## src/rtl/jpeg_cone_pkg.sv

```systemverilog
// Shared constants and helpers for the pipelined JPEG majority/parity cone.
// Holds the MISR constants, the clog2 helper and a reference cone function.
package jpeg_cone_pkg;

   typedef logic [31:0] sig_t;

   localparam sig_t MISR_POLY = 32'h04C1_1DB7;
   localparam sig_t MISR_SEED = 32'hFFFF_FFFF;

   function automatic int unsigned clog2(input int unsigned v);
      int unsigned r;
      r = 0;
      while ((64'd1 << r) < 64'(v)) r++;
      return r;
   endfunction

   function automatic int unsigned popcount(input logic [63:0] v);
      int unsigned n;
      n = 0;
      for (int unsigned i = 0; i < 64; i++) n += int'(v[i]);
      return n;
   endfunction

   // Operands are LSB-aligned; only the low n bits take part.
   function automatic logic cone_res(input logic [63:0] a, input logic [63:0] b,
                                     input int unsigned n);
      logic [63:0] mask;
      logic        y;
      logic        z;
      for (int unsigned i = 0; i < 64; i++) mask[i] = (i < n);
      y = popcount(a & ~b & mask) > (n / 2);
      z = ^(b & mask);
      return ~(y ^ z);
   endfunction

   function automatic sig_t misr_step(input sig_t s, input sig_t d);
      return {s[30:0], 1'b0} ^ (s[31] ? MISR_POLY : '0) ^ d;
   endfunction

endpackage

```

## src/rtl/jpeg_cone_fifo.sv

```systemverilog
// Output skid FIFO for jpeg_cone_pipe: power-of-2 depth, wrapping pointers,
// saturating level; dout reads as zero while empty.
module jpeg_cone_fifo
   import jpeg_cone_pkg::*;
#(
   parameter int unsigned WIDTH = 4,
   parameter int unsigned DEPTH = 4
) (
   input  logic                      clk,
   input  logic                      rst,
   input  logic                      push,
   input  logic                      pop,
   input  logic [WIDTH-1:0]          din,
   output logic [WIDTH-1:0]          dout,
   output logic                      full,
   output logic                      empty,
   output logic [clog2(DEPTH):0]     level
);

   localparam int unsigned AW = clog2(DEPTH);
   localparam int unsigned LW = AW + 1;

   logic [WIDTH-1:0] mem [DEPTH];
   logic [AW-1:0]    wr_ptr;
   logic [AW-1:0]    rd_ptr;
   logic             do_push;
   logic             do_pop;

   assign full    = (level == LW'(DEPTH));
   assign empty   = (level == '0);
   assign do_pop  = pop & ~empty;
   // A full FIFO still accepts a push when the head leaves in the same cycle.
   assign do_push = push & (~full | do_pop);
   assign dout    = empty ? '0 : mem[rd_ptr];

   always_ff @(posedge clk) begin
      if (do_push) mem[wr_ptr] <= din;
   end

   always_ff @(posedge clk) begin
      if (rst) begin
         wr_ptr <= '0;
         rd_ptr <= '0;
         level  <= '0;
      end else begin
         if (do_push) wr_ptr <= wr_ptr + 1'b1;
         if (do_pop)  rd_ptr <= rd_ptr + 1'b1;
         case ({do_push, do_pop})
            2'b10:   level <= level + 1'b1;
            2'b01:   level <= level - 1'b1;
            default: level <= level;
         endcase
      end
   end

endmodule

```

## src/rtl/jpeg_cone_pipe.sv

```systemverilog
// Elastic pipelined majority/parity cone over NCH channels with output skid FIFO.
// Optional MISR on the output stream is enabled by defining JPEG_CONE_MISR_EN.
module jpeg_cone_pipe
   import jpeg_cone_pkg::*;
#(
   parameter int unsigned N_IN       = 16,
   parameter int unsigned NCH        = 4,
   parameter int unsigned PIPE_STG   = 2,
   parameter int unsigned FIFO_DEPTH = 4
) (
   input  logic                          clk,
   input  logic                          rst,
   input  logic                          in_valid,
   output logic                          in_ready,
   input  logic [NCH*N_IN-1:0]           in_a,
   input  logic [NCH*N_IN-1:0]           in_b,
   output logic                          out_valid,
   input  logic                          out_ready,
   output logic [NCH-1:0]                out_res,
   output logic [$clog2(FIFO_DEPTH):0]   fifo_level,
   output logic [31:0]                   sig_out
);

   localparam int unsigned CW    = clog2(N_IN + 1);
   localparam int unsigned CHUNK = (N_IN + PIPE_STG - 1) / PIPE_STG;
   localparam int unsigned HALF  = N_IN / 2;

   // Stage 0 captures x = a & ~b and z = ^b; stages 1..PIPE_STG each add one chunk.
   logic [PIPE_STG:0]     v;
   logic [PIPE_STG:0]     load;
   logic [NCH*N_IN-1:0]   x_q     [PIPE_STG+1];
   logic [NCH*CW-1:0]     sum_q   [PIPE_STG+1];
   logic [NCH*CW-1:0]     sum_nxt [PIPE_STG+1];
   logic [NCH-1:0]        z_q     [PIPE_STG+1];
   logic [NCH-1:0]        res;
   logic                  push;
   logic                  pop;
   logic                  fifo_full;
   logic                  fifo_empty;

   assign pop       = out_valid & out_ready;
   assign push      = v[PIPE_STG] & (~fifo_full | pop);
   assign out_valid = ~fifo_empty;
   assign in_ready  = load[0] & ~rst;

   // Stage s loads when any stage from s down to the last is empty, or the last pushes.
   always_comb begin
      load = '0;
      for (int unsigned s = 0; s <= PIPE_STG; s++) begin
         load[s] = push;
         for (int unsigned k = s; k <= PIPE_STG; k++)
            if (!v[k]) load[s] = 1'b1;
      end
   end

   always_comb begin
      logic [CW-1:0] acc;
      for (int unsigned s = 0; s <= PIPE_STG; s++) sum_nxt[s] = '0;
      for (int unsigned s = 1; s <= PIPE_STG; s++) begin
         for (int unsigned c = 0; c < NCH; c++) begin
            acc = sum_q[s-1][c*CW +: CW];
            for (int unsigned i = 0; i < N_IN; i++)
               if (i / CHUNK == s - 1) acc = acc + CW'(x_q[s-1][c*N_IN + i]);
            sum_nxt[s][c*CW +: CW] = acc;
         end
      end
   end

   always_comb begin
      res = '0;
      for (int unsigned c = 0; c < NCH; c++)
         res[c] = ~((sum_q[PIPE_STG][c*CW +: CW] > CW'(HALF)) ^ z_q[PIPE_STG][c]);
   end

   always_ff @(posedge clk) begin
      if (rst) begin
         v <= '0;
      end else begin
         if (load[0]) v[0] <= in_valid;
         for (int unsigned s = 1; s <= PIPE_STG; s++)
            if (load[s]) v[s] <= v[s-1];
      end
   end

   always_ff @(posedge clk) begin
      if (load[0] && in_valid) begin
         x_q[0]   <= in_a & ~in_b;
         sum_q[0] <= sum_nxt[0];
         for (int unsigned c = 0; c < NCH; c++)
            z_q[0][c] <= ^in_b[c*N_IN +: N_IN];
      end
      for (int unsigned s = 1; s <= PIPE_STG; s++) begin
         if (load[s]) begin
            x_q[s]   <= x_q[s-1];
            sum_q[s] <= sum_nxt[s];
            z_q[s]   <= z_q[s-1];
         end
      end
   end

   jpeg_cone_fifo #(
      .WIDTH (NCH),
      .DEPTH (FIFO_DEPTH)
   ) u_fifo (
      .clk   (clk),
      .rst   (rst),
      .push  (push),
      .pop   (pop),
      .din   (res),
      .dout  (out_res),
      .full  (fifo_full),
      .empty (fifo_empty),
      .level (fifo_level)
   );

`ifdef JPEG_CONE_MISR_EN
   sig_t misr_q;

   always_ff @(posedge clk) begin
      if (rst)      misr_q <= MISR_SEED;
      else if (pop) misr_q <= misr_step(misr_q, 32'(out_res));
   end

   assign sig_out = misr_q;
`else
   assign sig_out = '0;
`endif

endmodule
```

## config.mk

```make
export PLATFORM = sky130hd
export DESIGN_NAME = jpeg_cone_pipe
export DESIGN_NICKNAME = d
export VERILOG_FILES = /design/src/rtl/jpeg_cone_pkg.sv /design/src/rtl/jpeg_cone_fifo.sv /design/src/rtl/jpeg_cone_pipe.sv
export SDC_FILE = /design/constraint.sdc
export NUM_CORES = 1
export LEC_CHECK = 0
export ABC_AREA = 1
export BUFFER_PORTS_ARGS = -buffer_cell sky130_fd_sc_hd__buf_4
export CORE_ASPECT_RATIO = 1.25
export CORE_MARGIN = 10
export CORE_UTILIZATION = 57
export DETAILED_ROUTE_END_ITERATION = 8
export PLACE_DENSITY = 0.81
export SLEW_MARGIN = 0
export SYNTH_ARGS = -nofsm -noshare
export SYNTH_HDL_FRONTEND = slang
export SYNTH_SLANG_ARGS = --single-unit
```

## constraint.sdc

```tcl
create_clock -name clk -period 5.77 [get_ports clk]
set_clock_uncertainty 0.05 [all_clocks]
set_input_delay 0.8655 -clock clk [delete_from_list [all_inputs] [get_ports clk]]
set_output_delay 0.8655 -clock clk [all_outputs]
set_load 0.01 [all_outputs]
```

==> qor.csv <==
stage,metric,value,unit
power_and_ir_drop,leakage,5.65,nW
clocking,numCtsBuffers,17,
die,core,16300,sq um
detailed_routing,ant_nets,0,
die,fp.dieH,164,um
clocking,worstSkewPairLatency,0.42,ns
global_route,gr-total-overflow,0,
clocking,cts_root_buf,clkbuf_16,
power_and_ir_drop,peakVddDrop,0.235,mV
sta,grt_setup_unrepaired,false,
power_and_ir_drop,power.density,343,nW/um^2
detailed_routing,avgRoutedWirePerCell,12.9,um
worst_setup_path,cp-end-kind,primary output,
place,post-dp-hpwl,13600,um
layout,fin_nets,1324,
global_route,grt_max_degree,69,
clocking,clk_pin_slew_worst_paths,0.06,ns
synth,synthCells,956,
sta,finalCriticalPeriod,3.45,ns
clocking,cts_sinks,172,
layout,antenna_cells,0,
detailed_routing,drt_pass1_iterations,4,
sta,fin_hold_ws,0.368,ns
die,pin_count,173,
worst_setup_path,crit_required,4.85,ns
layout,final_common_cell,nand2_1,
synth,postSynthAreaPerCell,9.92,sq um
layout,area_growth,18.5,%
die,dieWidth,135,um
run,max_cap_viol_count,0,
sta,worstMarginPinSlew,0.916,ns
worst_setup_path,arrival,2.54,ns
min_path,hold_start,x_q[0][8],
worst_setup_path,rr_startpoint,x_q[0][120],
clocking,htreeDepth,4,
synth,yosysWarnings,0,
synth,synth_area,9490,sq um
min_path,hp-class,reg2reg,
layout,layout_common_cells,"228 x nand2_1, 221 x inv_1, 160 x edfxtp_1",
sta,hold_viol,0,
place,place_congestion,0.794,
worst_setup_path,crit_fanout,54,
detailed_routing,drtIter0Drc,308,
worst_setup_path,setup.worst_path.start,out_ready,
place,port_buffers,140,
synth,synth-seq-cells,172,
detailed_routing,drc_errors,0,
sta,post-route-period-util,59.8,%
worst_setup_path,start_kind,primary input,
global_route,grt_use_total,16.1,%
run_status,outcome,finished clean,
layout,layout-drive-gt1-share,16.0,%
die,die_area,22200,sq um
sta,setup_viol,0,
worst_setup_path,worstSetupPathType,in2out,
clocking,cts_resized,0,
sta,final.setup.tns,0,ns
synth,ys_seq_area_share,53.2,%
clocking,postCtsSetupRepairBufs,0,
die,fp-row-count,52,
sta,fmax,290,MHz
sta,drv_slew,0,
clocking,cts_tree,built,
global_route,grt_pass1_wl,28500,um
synth,synth.distinct_cells,30,
global_route,antenna_found_initial,0,
detailed_routing,vias,6235,
clocking,hold_buffers,0,
detailed_routing,wirelength,17400,um
sta,relSlewSlack,38.9,%
detailed_routing,vias_per_cell,4.65,
clocking,cts_buffer_depth,2,
global_route,grt_pass1_vias,6524,
die,initial_core_util,58.3,%
==> synth_stat cells (all sizes together) <==
cell,count,area [sq um]
buf,33,245
o21a,1,7.51
xnor2,31,272
nand2,231,880
edfxtp,160,4800
o21ai,15,75.1
o21bai,1,7.51
dfxtp,12,240
inv,222,833
a21oi,18,90.1
nor2,113,452
fa,37,741
xor2,21,184
conb,1,3.75
ha,41,513
nor3b,3,27.5
nand4,1,6.26
a211oi,2,15.0
o31ai,4,30.0
nand3,8,57.6
clkbuf,1,3.75
==> critical path, cell delays in order <==
cell,delay [ns]
buf_4,0.11
inv_1,0.13
nand3_2,0.11
nand2_4,0.13
nand3_4,0.58
nor2_4,0.37
nor2_1,0.08
buf_4,0.15
==> layout make-up <==
class / count / area [sq um]
tap: 216 / 270
timing repair buffer: 142 / 1070
clock buffer: 21 / 440
multi-input combinational: 559 / 3480
clock inverter: 10 / 100
fill: 1223 / 5030
inverter: 222 / 833
sequential: 172 / 5040
==> per-layer routing <==
layer,vias up,GRT usage [%],wire length (um)
li1,3181,-,-
met4,0,6.23,378
met3,33,5.10,1010
met1,2894,15.3,6200
met2,127,30.9,9780
met5,-,0,0
==> state kept, by name (all words and copies together) (netlist names), named ones only <==
name	flops
x_q	96
sum_q	36
u_fifo.mem	16
z_q	12
u_fifo.level	3
v	3
u_fifo.rd_ptr	2
u_fifo.wr_ptr	2
==> through the flow <==
stage	instances	total power [W]	utilization (%)	cell area, sq um	setup WS (ns)
floorplan	987	0.00250	-	9600	0.774
finish	1342	0.00386	69.1	11200	2.32
global placement	1311	0.00273	65.8	10700	2.35
global route	1342	0.00413	69.1	11200	2.13
CTS	1342	0.00390	69.1	11200	2.28
detailed placement	1311	0.00283	65.8	10700	2.29
==> power breakdown <==
group          total, W  switching [W]  internal, W  leakage (nW)
Sequential      0.00171      0.0000696      0.00164          1.77
Combinational   0.00109       0.000609     0.000482          3.61
Clock           0.00105       0.000426     0.000627         0.265
Total           0.00386        0.00110      0.00275          5.65
==> final timing paths <==
kind,end,slack (ns),depth (start not counted)
min reg2reg,x_q[0][72],0.37,0
min,x_q[0][72],0.37,0
max,in_ready,2.32,8
max reg2reg,sum_q[0][57],2.49,7
==> cell families after synthesis <==
kind of cell / after synthesis / synth area share (%)
compound gates: 41 / 2.37
xor+xnor: 52 / 4.80
fa+ha+maj: 78 / 13.2
buf+inv: 256 / 11.4
flops: 172 / 53.2
other cells: 1 / 0.0395
simple gates: 356 / 15.0
Power figures use the tool's default switching activity.
